===== config.mk =====
export PLATFORM = sky130hd
export DESIGN_NAME = pc_gen_ras_flat
export DESIGN_NICKNAME = d
export VERILOG_FILES = /design/src/rtl/pc_gen_ras_if.sv /design/src/rtl/pc_gen_ras.sv /design/src/flat_wrapper.sv
export SDC_FILE = /design/constraint.sdc
export NUM_CORES = 1
export LEC_CHECK = 0
export BUFFER_PORTS_ARGS = -buffer_cell sky130_fd_sc_hd__buf_2
export CAP_MARGIN = 30
export CORE_ASPECT_RATIO = 1.25
export CORE_MARGIN = 4
export CORE_UTILIZATION = 35
export CTS_BUF_LIST = sky130_fd_sc_hd__clkbuf_4
export DETAILED_ROUTE_END_ITERATION = 7
export GPL_ROUTABILITY_DRIVEN = 0
export PLACE_DENSITY = 0.54
export REMOVE_ABC_BUFFERS = 1
export SYNTH_ARGS = -nofsm -noshare
export SYNTH_HDL_FRONTEND = slang
export SYNTH_SLANG_ARGS = --single-unit

===== constraint.sdc =====
create_clock -name clk -period 4.97 [get_ports clk]
set_input_delay 0.7455 -clock clk [delete_from_list [all_inputs] [get_ports clk]]
set_output_delay 0.7455 -clock clk [all_outputs]
set_load 0.02 [all_outputs]

===== src/rtl/pc_gen_ras_if.sv =====
// rtl/pc_gen_ras_if.sv - fetch pc generator control/status bundle
interface pc_gen_ras_if #(
   parameter int ADDR_W    = 15,
   parameter int RAS_DEPTH = 4
);
   localparam int CNT_W = $clog2(RAS_DEPTH) + 1;

   logic              hcf;
   logic              stall;
   logic [1:0]        pc_sel;
   logic [ADDR_W-1:0] predict_target_pc;
   logic [ADDR_W-1:0] exe_pc;
   logic [ADDR_W-1:0] exe_target_pc;
   logic              if_rvc;
   logic              if_call;
   logic              if_ret;
   logic              ras_clear;
   logic              imem_ready;

   logic [ADDR_W-1:0] pc;
   logic              imem_req_valid;
   logic [1:0]        pc_src;
   logic              halted;
   logic              ras_empty;
   logic [CNT_W-1:0]  ras_count;

   modport master (
      output hcf, stall, pc_sel, predict_target_pc, exe_pc, exe_target_pc,
             if_rvc, if_call, if_ret, ras_clear, imem_ready,
      input  pc, imem_req_valid, pc_src, halted, ras_empty, ras_count
   );

   modport slave (
      input  hcf, stall, pc_sel, predict_target_pc, exe_pc, exe_target_pc,
             if_rvc, if_call, if_ret, ras_clear, imem_ready,
      output pc, imem_req_valid, pc_src, halted, ras_empty, ras_count
   );
endinterface


===== src/rtl/pc_gen_ras.sv =====
// rtl/pc_gen_ras.sv - IF-stage pc generator with sticky halt and circular return-address stack
module pc_gen_ras #(
   parameter int                ADDR_W    = 15,
   parameter logic [ADDR_W-1:0] RESET_PC  = '0,
   parameter int                RAS_DEPTH = 4
) (
   input logic          clk,
   input logic          rst,
   pc_gen_ras_if.slave  bus
);
   localparam int PTR_W = $clog2(RAS_DEPTH);
   localparam int CNT_W = PTR_W + 1;

   logic [ADDR_W-1:0] pc_q, pc_d;
   logic [1:0]        src_q, src_d;
   logic              halted_q;
   logic [PTR_W-1:0]  ptr_q, ptr_d;
   logic [CNT_W-1:0]  cnt_q, cnt_d;
   logic [ADDR_W-1:0] ras_mem [RAS_DEPTH];
   logic [ADDR_W-1:0] seq, exe_seq, ras_top;
   logic [PTR_W-1:0]  top_idx, mem_waddr;
   logic              mem_we, accept, ras_nonempty;

   assign seq          = pc_q + (bus.if_rvc ? ADDR_W'(2) : ADDR_W'(4));
   assign exe_seq      = bus.exe_pc + ADDR_W'(4);
   assign top_idx      = ptr_q - PTR_W'(1);
   assign ras_top      = ras_mem[top_idx];
   assign ras_nonempty = (cnt_q != '0);
   // imem_req_valid already carries ~halted, so accept implies not halted
   assign accept       = ~halted_q & bus.imem_ready & ~bus.stall & ~bus.pc_sel[1];

   assign bus.pc             = pc_q;
   assign bus.pc_src         = src_q;
   assign bus.halted         = halted_q;
   assign bus.imem_req_valid = ~halted_q;
   assign bus.ras_count      = cnt_q;
   assign bus.ras_empty      = ~ras_nonempty;

   // Next pc selection: halt, EXE redirects, stall/backpressure, predictor, RAS, sequential
   always_comb begin
      pc_d  = pc_q;
      src_d = src_q;
      if (halted_q || bus.hcf) begin
         pc_d  = pc_q;
         src_d = src_q;
      end else if (bus.pc_sel == 2'd3) begin
         pc_d  = bus.exe_target_pc;
         src_d = 2'd3;
      end else if (bus.pc_sel == 2'd2) begin
         pc_d  = exe_seq;
         src_d = 2'd3;
      end else if (bus.stall || !bus.imem_ready) begin
         pc_d  = pc_q;
         src_d = src_q;
      end else if (bus.pc_sel == 2'd1) begin
         pc_d  = bus.predict_target_pc;
         src_d = 2'd1;
      end else if (bus.if_ret && ras_nonempty) begin
         pc_d  = ras_top;
         src_d = 2'd2;
      end else begin
         pc_d  = seq;
         src_d = 2'd0;
      end
   end

   // RAS bookkeeping: flush wins, otherwise push/pop/replace on an accepted fetch
   always_comb begin
      ptr_d     = ptr_q;
      cnt_d     = cnt_q;
      mem_we    = 1'b0;
      mem_waddr = ptr_q;
      if (bus.ras_clear) begin
         ptr_d = '0;
         cnt_d = '0;
      end else if (accept) begin
         if (bus.if_call && bus.if_ret && ras_nonempty) begin
            mem_we    = 1'b1;
            mem_waddr = top_idx;
         end else if (bus.if_call) begin
            mem_we = 1'b1;
            ptr_d  = ptr_q + PTR_W'(1);
            if (cnt_q != CNT_W'(RAS_DEPTH)) cnt_d = cnt_q + CNT_W'(1);
         end else if (bus.if_ret && ras_nonempty) begin
            ptr_d = top_idx;
            cnt_d = cnt_q - CNT_W'(1);
         end
      end
   end

   // pc, source tag, halt flag and RAS pointers
   always_ff @(posedge clk or posedge rst) begin
      if (rst) begin
         pc_q     <= RESET_PC;
         src_q    <= 2'd0;
         halted_q <= 1'b0;
         ptr_q    <= '0;
         cnt_q    <= '0;
      end else begin
         pc_q  <= pc_d;
         src_q <= src_d;
         if (bus.hcf) halted_q <= 1'b1;
         ptr_q <= ptr_d;
         cnt_q <= cnt_d;
      end
   end

   // RAS storage; contents are don't-care after reset so no reset term
   always_ff @(posedge clk) begin
      if (mem_we) ras_mem[mem_waddr] <= seq;
   end
endmodule


===== src/flat_wrapper.sv =====
// flat-port wrapper written by rule: the top's interface ports become plain ports
module pc_gen_ras_flat 
#(
   parameter int                ADDR_W    = 15,
   parameter logic [ADDR_W-1:0] RESET_PC  = '0,
   parameter int                RAS_DEPTH = 4
)
  (clk, rst, bus_hcf, bus_stall, bus_pc_sel, bus_predict_target_pc, bus_exe_pc, bus_exe_target_pc, bus_if_rvc, bus_if_call, bus_if_ret, bus_ras_clear, bus_imem_ready, bus_pc, bus_imem_req_valid, bus_pc_src, bus_halted, bus_ras_empty, bus_ras_count);
  pc_gen_ras_if #(.ADDR_W(ADDR_W), .RAS_DEPTH(RAS_DEPTH)) bus_i ();
  input logic clk;
  input logic rst;
  input wire logic [$bits(bus_i.hcf)-1:0] bus_hcf;
  input wire logic [$bits(bus_i.stall)-1:0] bus_stall;
  input wire logic [$bits(bus_i.pc_sel)-1:0] bus_pc_sel;
  input wire logic [$bits(bus_i.predict_target_pc)-1:0] bus_predict_target_pc;
  input wire logic [$bits(bus_i.exe_pc)-1:0] bus_exe_pc;
  input wire logic [$bits(bus_i.exe_target_pc)-1:0] bus_exe_target_pc;
  input wire logic [$bits(bus_i.if_rvc)-1:0] bus_if_rvc;
  input wire logic [$bits(bus_i.if_call)-1:0] bus_if_call;
  input wire logic [$bits(bus_i.if_ret)-1:0] bus_if_ret;
  input wire logic [$bits(bus_i.ras_clear)-1:0] bus_ras_clear;
  input wire logic [$bits(bus_i.imem_ready)-1:0] bus_imem_ready;
  output wire logic [$bits(bus_i.pc)-1:0] bus_pc;
  output wire logic [$bits(bus_i.imem_req_valid)-1:0] bus_imem_req_valid;
  output wire logic [$bits(bus_i.pc_src)-1:0] bus_pc_src;
  output wire logic [$bits(bus_i.halted)-1:0] bus_halted;
  output wire logic [$bits(bus_i.ras_empty)-1:0] bus_ras_empty;
  output wire logic [$bits(bus_i.ras_count)-1:0] bus_ras_count;
  assign bus_i.hcf = bus_hcf;
  assign bus_i.stall = bus_stall;
  assign bus_i.pc_sel = bus_pc_sel;
  assign bus_i.predict_target_pc = bus_predict_target_pc;
  assign bus_i.exe_pc = bus_exe_pc;
  assign bus_i.exe_target_pc = bus_exe_target_pc;
  assign bus_i.if_rvc = bus_if_rvc;
  assign bus_i.if_call = bus_if_call;
  assign bus_i.if_ret = bus_if_ret;
  assign bus_i.ras_clear = bus_ras_clear;
  assign bus_i.imem_ready = bus_imem_ready;
  assign bus_pc = bus_i.pc;
  assign bus_imem_req_valid = bus_i.imem_req_valid;
  assign bus_pc_src = bus_i.pc_src;
  assign bus_halted = bus_i.halted;
  assign bus_ras_empty = bus_i.ras_empty;
  assign bus_ras_count = bus_i.ras_count;
  pc_gen_ras #(.ADDR_W(ADDR_W), .RESET_PC(RESET_PC), .RAS_DEPTH(RAS_DEPTH)) u_core (.clk(clk), .rst(rst), .bus(bus_i));
endmodule

; ---- Yosys cells after proc, flatten, opt, wreduce, memory -nomap -nowiden
; Memory sizes are Yosys's and may differ from the RTL's.
; Index checks and enable logic that the tools add are counted.
[word_totals]
reg_bits = 23
latchBits = 0
ram_bits = 60
rom_bits = 0
out_inout_bits = 23
memories = 1
[memory_table]
columns = name, words, word_bits, rd, rd_clocked_by_memory_dff, write_ports, line
row1 = u_core.ras_mem, 4, 15, 1, 0, 1, pc_gen_ras.sv:19  ; logic [ADDR_W-1:0] ras_mem [RAS_DEPTH];
[classes]
addsub = 6
n_mul = 0
n_div = 0
order_cmp = 0
n_eq_ne = 7
shifts = 0
mux = 31
n_bitwise = 8
reduce_logical = 12
[op_table]
columns = operator, count
row1 = 15-bit 2-to-1 mux, 5
row2 = 2-bit 2-to-1 mux, 13
row3 = 3-bit 2-to-1 mux, 7
row4 = 15-bit adder, 1
row5 = "15-bit by 3-bit adder with 15-bit output, second input constant", 1
row6 = 1-bit 2-to-1 mux, 6
row7 = "3-bit by 1-bit != test with 1-bit output, second input constant", 2
row8 = 3-bit nonzero test, 2
row9 = 1-bit NOT, 5
row10 = "2-bit == test, second input constant", 2
row11 = 4-bit AND reduction, 1
row12 = "3-bit by 1-bit adder with 3-bit output, second input constant", 1
row13 = 1-bit bitwise AND, 3
row14 = 1-bit logical AND, 3
row15 = "3-bit != test, second input constant", 1
row16 = 3-bit AND reduction, 1
row17 = "3-bit by 1-bit subtractor with 3-bit output, second input constant", 1
row18 = "2-bit by 1-bit adder with 2-bit output, second input constant", 1
row19 = "2-bit by 1-bit == test with 1-bit output, second input constant", 1
row20 = 1-bit logical OR, 2
row21 = "2-bit != test, second input constant", 1
row22 = 2-bit AND reduction, 1
row23 = 2-bit nonzero test, 1
row24 = "2-bit by 1-bit subtractor with 2-bit output, second input constant", 1
row25 = 1-bit logical NOT, 1

; ---- Logic depth before layout (Yosys ltp)
; Gate-level depths: netlist of run 1.
[depth]
ltp_word = 8
ltp_mapped = 7

; ---- Least setup slack after synthesis of run 1
; OpenSTA, ideal clock, no wires.
[synth_path]
path_type = input to register
start = input bus_if_ret
end = memory u_core.ras_mem[1][0] (enable)
setup_ns = 0.392
arrival_time_ns = 2.099
required_time_ns = 4.578
setup_slack_ns = 2.479
path_stages = 4
n_path_buf = 1
cell_sequence = o31ai_2 -> buf_2 -> or3_1 -> a21oi_1
[synth_between]
elab_chain_cells = 7
word_cells_on_any_way = 10
[synth_rtl]
columns = element, line
row1 = "start, declared", flat_wrapper.sv:20  ; input wire logic [$bits(bus_i.if_ret)-1:0] bus_if_ret;
row2 = 1-bit logical AND * (2 in a row), pc_gen_ras.sv:77  ; if (bus.if_call && bus.if_ret && ras_nonempty) begin
row3 = 1-bit 2-to-1 mux, pc_gen_ras.sv:77
row4 = 1-bit 2-to-1 mux, pc_gen_ras.sv:76  ; end else if (accept) begin
row5 = 1-bit 2-to-1 mux, pc_gen_ras.sv:73  ; if (bus.ras_clear) begin
row6 = 1-bit 2-to-1 mux, pc_gen_ras.sv:110  ; if (mem_we) ras_mem[mem_waddr] <= seq;
row7 = 1-bit 2-to-1 mux (implied by the code), pc_gen_ras.sv:110
row8 = "end, declared", pc_gen_ras.sv:19
; Mark *: on every way between the ends. The rest lies on a longest branch, timed or not.

; ---- Final worst setup path of run 1
[layout_path]
start = register u_core.halted_q (netlist: u_core.bus.halted)
end = register u_core.pc_q[13] (netlist: u_core.bus.pc[13])
[layout_between]
elab_chain_cells = 3
[layout_rtl]
columns = element, line
row1 = "start, declared", pc_gen_ras.sv:16  ; logic halted_q;
row2 = "start signal, assigned", pc_gen_ras.sv:96  ; halted_q <= 1'b0;
row3 = "start signal, assigned", pc_gen_ras.sv:102  ; if (bus.hcf) halted_q <= 1'b1;
row4 = 1-bit logical OR, pc_gen_ras.sv:43  ; if (halted_q || bus.hcf) begin
row5 = 1-bit NOT (no source line), --
row6 = 2-bit AND reduction (no source line), --
row7 = "end signal, assigned", pc_gen_ras.sv:100  ; pc_q <= pc_d;
row8 = "end, declared", pc_gen_ras.sv:14  ; logic [ADDR_W-1:0] pc_q, pc_d;
; No other way between the ends.
; A chain may end at the register's enable or synchronous reset.

==> key figures, run 1 <==
Setup path
  • Cells along the critical path: nor2_1 -> inv_1 -> nor2_1 -> o221ai_1 -> o21ai_0
  • Type of element capturing the critical path: flop
  • Max incr delay on CP: 0.72 ns
  • Standard cell with the maximum stage delay on the critical path: nor2_1
  • Data required time of the worst path: 5.34 ns
  • Bufs and invs on worst path: 1
  • Startpoint Class: flop
  • Largest delay share family, worst path: simple AND/OR/NAND/NOR gates
  • Arrival time worst endpoint: 2.61 ns
  • Worst-path maximum fanout: 13
  • Setup CP Type: reg -> reg
  • Cell occurring most often along the worst timing path: nor2_1

Min path
  • Hold Path Class: in -> async

Drt
  • Mean number of vias per cell: 5.45
  • Mean routed wirelength per cell: 20.0 um
  • Number of nets still failing antenna checks after routing: 0
  • # DRC: 0
  • Detailed Routing Iterations Pass 1: 6
  • Starting DRC count in detailed routing: 210
  • Total wirelength of the detailed-routed design: 11.9 mm
  • Total via count in the routed design: 3261

Clock tree
  • Clock-pin slew reported for the worst setup and hold paths after clock tree synthesis: 0.13 ns
  • Clock latency at the later pin of the worst-skew pair: 0.43 ns
  • Max Root-Sink Buffers: 2
  • CTS tree: built
  • Number of sinks driven by the clock tree: 83
  • Buffer type at the clock tree root: clkbuf_4
  • Post-cts resize count: 0
  • Hold Buf Count CTS: 0
  • Setup bufs post-CTS: 0
  • Number of H-tree branching levels: 3
  • Num CTS Buffers: 9

STA
  • Setup repair after global routing missed its margin: no
  • Final TNS setup: 0 ns
  • Worst hold slack across all endpoints: 0.220 ns
  • Final setup violation count: 0
  • Min cycle time layout: 2.24 ns
  • Max transition margin: 39.9%
  • Highest achievable clock rate: 446 MHz
  • Final Hold Vio Count: 0
  • Max Slew Vio Count: 0
  • Fraction of the cycle the final worst path needs: 45.2%
  • Final setup skew: 0.0195 ns
  • Worst-margin pin slew: 0.898 ns

Yosys
  • Warnings, synthesis: 0
  • Fraction of the yosys area taken by sequential cells: 54.9%
  • Count of flip-flops with a built-in enable after synthesis: 60
  • Number of instances in the synthesized netlist: 351
  • Average instance area after synthesis: 12.3 sq um
  • Most instantiated flip-flop cell in the synthesis netlist: edfxtp_1
  • Distinct cell type count of the synthesized netlist: 53
  • Area of the mapped netlist: 4330 sq um
  • Async set-reset flop share out of synthesis: 27.7%
  • Flip-flop and latch count after synthesis: 83

Pwr
  • Power density normalized to cell area: 266 nW/um^2
  • Static Leakage: 1.86 nW
  • VDD IR-drop max: 83.7 uV

Global routing
  • Number of antenna violations at the first check in global routing: 1
  • Global route total overflow: 0
  • Largest net degree at the start of global routing: 36
  • Global-route wire length before repair: 18.8 mm
  • Via count of the first global-routing pass: 3333
  • Overall track demand over capacity in global routing: 17.5%

Layout
  • Fin util: 41.2%
  • Area growth, synth to finish: 15.8%
  • Count of nets after finishing: 490
  • Fraction of final layout cells sized beyond drive strength 1: 25.9%

Floorplanning
  • Initial standard-cell utilization of the core: 35.6%
  • Die Y-Extent: 132 um
  • Core Area: 12200 sq um
  • Die X: 108 um
  • Die ar.: 14200 sq um
  • Top-Level Pins: 79
  • Placement row count: 45

Placed design
  • Total half-perimeter wirelength after legalization and detailed placement: 8.69 mm
  • Port Buffer Count: 78

Run status
  • Result of the run: complete, no violations

Run
  • Number of max-cap violations: 0
## flip-flops by register name (all words and copies together) (netlist names)
name and count:
u_core.bus.pc_src 2, u_core.bus.ras_count 3, u_core.ras_mem 60, u_core.bus.halted 1
u_core.bus.pc 15, u_core.ptr_q 2
## worst paths after layout
kind	startpoint	end	slack, ns	depth (start not counted)
worst max-delay path	u_core.bus.halted$_DFFE_PP0P_	u_core.bus.pc[13]$_DFFE_PP0P_	2.73	5
worst min-delay path	rst	u_core.bus.ras_count[2]$_DFFE_PP0P_	0.22	2
worst max register to register	u_core.bus.halted$_DFFE_PP0P_	u_core.bus.pc[13]$_DFFE_PP0P_	2.73	5
worst min register to register	u_core.bus.pc_src[1]$_DFFE_PP0P_	u_core.bus.pc_src[1]$_DFFE_PP0P_	0.52	1
max in group asynchronous	rst	u_core.bus.pc_src[1]$_DFFE_PP0P_	4.36	3
min in group clk	u_core.bus.pc_src[1]$_DFFE_PP0P_	u_core.bus.pc_src[1]$_DFFE_PP0P_	0.52	1
## cell usage in the layout (no fill, tap or decap), drive strengths merged, types with 4 or more instances in the layout
| master | n |
|---|---|
| a21oi | 19 |
| nand2 | 31 |
| buf | 86 |
| inv | 8 |
| nor4 | 5 |
| xnor2 | 14 |
| nand4 | 6 |
| dfrtp | 23 |
| mux2 | 4 |
| xor2 | 13 |
| mux2i | 4 |
| nor2b | 4 |
| nor2 | 25 |
| nand3 | 14 |
| nand2b | 6 |
| a221o | 4 |
| nor3 | 6 |
| a221oi | 5 |
| clkbuf | 11 |
| edfxtp | 60 |
| o21ai | 25 |
| mux4 | 15 |
| and3 | 5 |
## worst reg2reg max path: stages, from the launching register on
cell	delay (ns)
dfrtp_1	0.43
nor2_1	0.45
inv_1	0.12
nor2_1	0.72
o221ai_1	0.28
o21ai_0	0.20
## cells in the mapped netlist, drive strengths merged, types with 5 or more instances
cell / instances / area (sq um)
nor3: 6 / 30.0
buf: 15 / 90.1
nand3: 14 / 70.1
inv: 8 / 30.0
nand2: 31 / 116
a221oi: 5 / 50.0
mux4: 15 / 379
dfrtp: 23 / 576
and3: 5 / 31.3
xnor2: 14 / 123
nand2b: 6 / 37.5
o21ai: 25 / 125
nor4: 5 / 31.3
nor2: 25 / 93.8
a21oi: 19 / 95.1
nand4: 6 / 37.5
edfxtp: 60 / 1800
xor2: 13 / 114
## cell families (layout without fill, tap and decap cells)
logic type	Yosys count	count (layout)	share of synthesized area, %
compound gates	77	77	11.9
xor+xnor	27	27	5.46
fa+ha+maj	5	5	1.79
buf+inv	27	109	3.12
flops	83	83	54.9
mux	23	23	10.7
other cells	0	1	0
simple gates	109	109	12.1
## stage by stage
step,std cells,total power (W),area (sq um),setup slack [ns]
final,598,0.00134,5020,2.73
after global routing,598,0.00141,5020,2.53
after CTS,597,0.00135,5010,2.71
after detailed placement,582,0.00101,4900,2.27
after global placement,580,0.00101,4870,2.32
after floorplan,332,0.000913,4230,2.52
## per-layer routing
| layer | track usage [%] | part of all wire, % | vias up | wire length [um] |
|---|---|---|---|---|
| li1 | - | - | 1514 | - |
| met1 | 23.7 | 43 | 1627 | 5140 |
| met2 | 27.8 | 49 | 102 | 5860 |
| met3 | 3.23 | 5.7 | 18 | 682 |
| met4 | 6.53 | 2.1 | 0 | 250 |
| met5 | 0 | 0 | - | 0 |
## cell type report
cell class              count  area (sq um)
diodes                      1          2.50
flip-flops and latches     83          2380
clock inverters             4          28.8
inverters                   8          30.0
well taps                 164           205
fillers                  1179          7150
repair buffers             86           470
multi-input cells         241          1820
clock buffers              11          82.6
## where the power goes
group          switching (W)  internal (W)  leakage, nW  total, W
Sequential         0.0000336      0.000775        0.832  0.000809
Clock               0.000225      0.000112       0.0606  0.000337
Combinational       0.000118     0.0000718        0.969  0.000190
Total               0.000377      0.000959         1.86   0.00134
No activity file was read; power rests on OpenSTA's default activity.
==> run 2: changes to the inputs <==
--- a/config.mk
+++ b/config.mk
@@ -5,6 +5,7 @@
 export SDC_FILE = /design/constraint.sdc
 export NUM_CORES = 1
 export LEC_CHECK = 0
+export ABC_AREA = 1
 export BUFFER_PORTS_ARGS = -buffer_cell sky130_fd_sc_hd__buf_2
 export CAP_MARGIN = 30
 export CORE_ASPECT_RATIO = 1.25
@@ -13,7 +14,7 @@
 export CTS_BUF_LIST = sky130_fd_sc_hd__clkbuf_4
 export DETAILED_ROUTE_END_ITERATION = 7
 export GPL_ROUTABILITY_DRIVEN = 0
-export PLACE_DENSITY = 0.54
+export PLACE_DENSITY = 0.56
 export REMOVE_ABC_BUFFERS = 1
 export SYNTH_ARGS = -nofsm -noshare
 export SYNTH_HDL_FRONTEND = slang
==> constraint.sdc (replaced) <==
create_clock -name clk -period 2 [get_ports clk]
set_input_delay 0.3 -clock clk [delete_from_list [all_inputs] [get_ports clk]]
set_output_delay 0.3 -clock clk [all_outputs]
set_load 0.02 [all_outputs]
==> run 2 against run 1 <==
  * Clock-buffer cell count decreased by 1
  * Fmax increased by 14%
  * Sequential share of layout area decreased by 4.3 points
  * Critical path depth increased by 3
  * Design area increased by 10%
  * Global-route usage increased by 0.53 points
  * Synthesized area increased by 2.7%
  * First-iteration DRC count decreased by 28%
  * Sequential power increased to 2.5 times the previous value
  * Die area increased by 2.6%
  * Clock power increased to 3.0 times the previous value
  * Sequential cell count unchanged
==> key figures, run 2 <==
Run status
  • Result of the run: complete, no violations

Global routing
  • Global-route wire length before repair: 19.7 mm
  • Number of antenna violations at the first check in global routing: 1
  • Global route total overflow: 0
  • Overall track demand over capacity in global routing: 18.0%
  • Via count of the first global-routing pass: 3715
  • Largest net degree at the start of global routing: 24

Clock tree
  • Clock-pin slew reported for the worst setup and hold paths after clock tree synthesis: 0.14 ns
  • Clock latency at the later pin of the worst-skew pair: 0.45 ns
  • Num CTS Buffers: 9
  • CTS tree: built
  • Buffer type at the clock tree root: clkbuf_4
  • Number of H-tree branching levels: 3
  • Number of sinks driven by the clock tree: 83
  • Max Root-Sink Buffers: 2

Yosys
  • Number of instances in the synthesized netlist: 510
  • Leading area contributor after synthesis: edfxtp_1
  • Fraction of the yosys area taken by sequential cells: 53.4%
  • Count leader, synth: nand2_1
  • Count of flip-flops with a built-in enable after synthesis: 60
  • Leading cell types by total area after synthesis: edfxtp_1 (40%), nand2_1 (15%), dfrtp_1 (13%)
  • Warnings, synthesis: 0
  • Most frequent cells after synthesis: nand2_1 (173), edfxtp_1 (60), inv_1 (46), nor2_1 (45), nand3_1 (29)
  • Average instance area after synthesis: 8.73 sq um
  • Most instantiated flip-flop cell in the synthesis netlist: edfxtp_1
  • Area fraction of the dominant cell type after synthesis: 40.5%
  • Flip-flop and latch count after synthesis: 83
  • Async set-reset flop share out of synthesis: 27.7%
  • Distinct cell type count of the synthesized netlist: 36
  • Area of the mapped netlist: 4450 sq um

Floorplanning
  • Core Area: 12300 sq um
  • Die X: 109 um
  • Die ar.: 14600 sq um
  • Placement row count: 45
  • Top-Level Pins: 79
  • Initial standard-cell utilization of the core: 36.3%
  • Die Y-Extent: 134 um

Layout
  • Number of flip-flops under the largest register name: 60
  • Commonest non-fill, non-tap cell in the layout: nand2_1
  • Area growth, synth to finish: 24.0%
  • Fraction of final layout cells sized beyond drive strength 1: 26.5%
  • Commonest non-fill, non-tap cells in the layout: nand2_1 (170), buf_2 (78), edfxtp_1 (60)
  • Finished Layout Cells: 792
  • Fin util: 45.0%
  • Biggest register: u_core.ras_mem
  • Count of nets after finishing: 683

Setup path
  • Register-to-register setup slack: 0.02 ns
  • Arrival time worst endpoint: 2.14 ns
  • Standard cell with the maximum stage delay on the critical path: dfrtp_1
  • Largest delay share family, worst path: simple AND/OR/NAND/NOR gates
  • Reg-to-reg endpoint: u_core.ras_mem[2][6]$_DFFE_PP_
  • Data required time of the worst path: 2.16 ns
  • Startpoint Class: flop
  • Start of the worst register-to-register path: u_core.bus.halted$_DFFE_PP0P_
  • Crit path to: u_core.ras_mem[2][6]$_DFFE_PP_
  • Number of cells on the critical path: 8
  • Max incr delay on CP: 0.42 ns
  • Cells along the critical path: inv_2 -> nand4_4 -> nor3_4 -> nand3_2 -> xor2_2 -> nand2_1 -> nor2_2 -> buf_12
  • Setup CP Type: reg -> reg
  • Setup crit start: u_core.bus.halted$_DFFE_PP0P_
  • Worst-path maximum fanout: 15
  • Bufs and invs on worst path: 2
  • Number of cells on the worst reg-to-reg path: 8
  • Type of element capturing the critical path: flop

Pwr
  • Power density normalized to cell area: 742 nW/um^2
  • VDD IR-drop max: 305 uV
  • Static Leakage: 2.42 nW

Min path
  • Hold Path Class: in -> reg

STA
  • Final setup skew: 0.0202 ns
  • Fraction of the cycle the final worst path needs: 98.8%
  • Min cycle time layout: 1.98 ns
  • Max transition margin: 70.6%
  • Final Hold Vio Count: 0
  • Highest achievable clock rate: 506 MHz
  • Worst hold slack across all endpoints: 0.0855 ns
  • Final setup violation count: 0
  • Worst-margin pin slew: 0.440 ns
  • Max Slew Vio Count: 0
  • Setup repair after global routing missed its margin: yes
  • Final TNS setup: 0 ns

Placed design
  • Total half-perimeter wirelength after legalization and detailed placement: 9.54 mm
  • Placed Instances: 767
  • Port Buffer Count: 78

Drt
  • Total wirelength of the detailed-routed design: 12.8 mm
  • # DRC: 0
  • Total via count in the routed design: 3833
  • Detailed Routing Iterations Pass 1: 4
  • Starting DRC count in detailed routing: 151
  • Mean routed wirelength per cell: 16.2 um
  • Mean number of vias per cell: 4.84
  • Number of nets still failing antenna checks after routing: 0

Run
  • Number of max-cap violations: 0
[run 2: cell count changes after synthesis, moves of 6 or more]
| cell | change |
|---|---|
| buf_2 | -6 |
| a21oi_1 | +6 |
| inv_1 | +38 |
| nand3_1 | +15 |
| nand4_1 | +6 |
| o21ai_0 | -6 |
| mux4_1 | -11 |
| nor2_1 | +20 |
| nand2_1 | +142 |
| xnor2_1 | -9 |
| nand2b_1 | -6 |
[run 2: worst min path at each step]
stage                 start                          endpoint  cells after the start  slack, ns
detailed placement      rst     u_core.bus.halted$_DFFE_PP0P_                      3       0.38
global route        bus_hcf     u_core.bus.halted$_DFFE_PP0P_                      3        0.1
CTS                 bus_hcf     u_core.bus.halted$_DFFE_PP0P_                      3       0.07
finish              bus_hcf     u_core.bus.halted$_DFFE_PP0P_                      3       0.09
global placement        rst  u_core.bus.pc_src[1]$_DFFE_PP0P_                      3       0.37
floorplan               rst     u_core.bus.halted$_DFFE_PP0P_                      1       0.30
[run 2: per-layer routing]
metal  up-vias  track usage [%]  share of wire, %
li1       1917                -                 -
met3        19             2.02               4.5
met5         -                0                 0
met2        98             30.7                50
met1      1799             23.3                43
met4         0             6.60               2.0
[run 2: per-stage QoR]
| step | total power, W | setup slack [ns] | area, sq um |
|---|---|---|---|
| after detailed placement | 0.00309 | -0.0230 | 5220 |
| after CTS | 0.00407 | 0.0311 | 5380 |
| after global placement | 0.00307 | 0.0742 | 5220 |
| final | 0.00409 | 0.0240 | 5520 |
| after floorplan | 0.00264 | -0.779 | 4360 |
| after global routing | 0.00430 | -0.0768 | 5520 |
[run 2: kinds of logic after synthesis]
family	Yosys count	synth area share, %
AO/OA/AOI/OAI	65	8.24
XOR/XNOR	14	2.92
adder cells (fa/ha/maj)	5	1.74
buffers and inverters	64	6.52
flip-flops	83	53.4
AND/OR/NAND/NOR	279	27.2
[run 2: power by group]
part	internal [W]	leakage (nW)	switching, W
Clock	0.000396	0.0744	0.000618
Combinational	0.000365	1.52	0.000653
Sequential	0.00196	0.829	0.000102
Total	0.00272	2.42	0.00137
[run 2: timing repair]
action | in CTS | in global routing
endpoints found under the hold margin | 23 | 0
setup endpoints to repair | 1 | 70
hold buffers | 1 | 0
pin swaps | 0 | 5
buffers inserted | 0 | 7
gates cloned | 0 | 1
resized for setup | 3 | 17
[run 2: tightest hold or removal path, cell delays in order]
cell and delay, ns:
buf_2 0.09, nor2_1 0.04, inv_1 0.08
[run 2: layout make-up]
class,count,area (sq um)
repair buffers,114,734
clock inverters,6,63.8
flip-flops and latches,83,2380
clock buffers,10,75.1
multi-input cells,363,1860
well taps,164,205
inverters,51,196
diodes,1,2.50
fillers,1280,6760
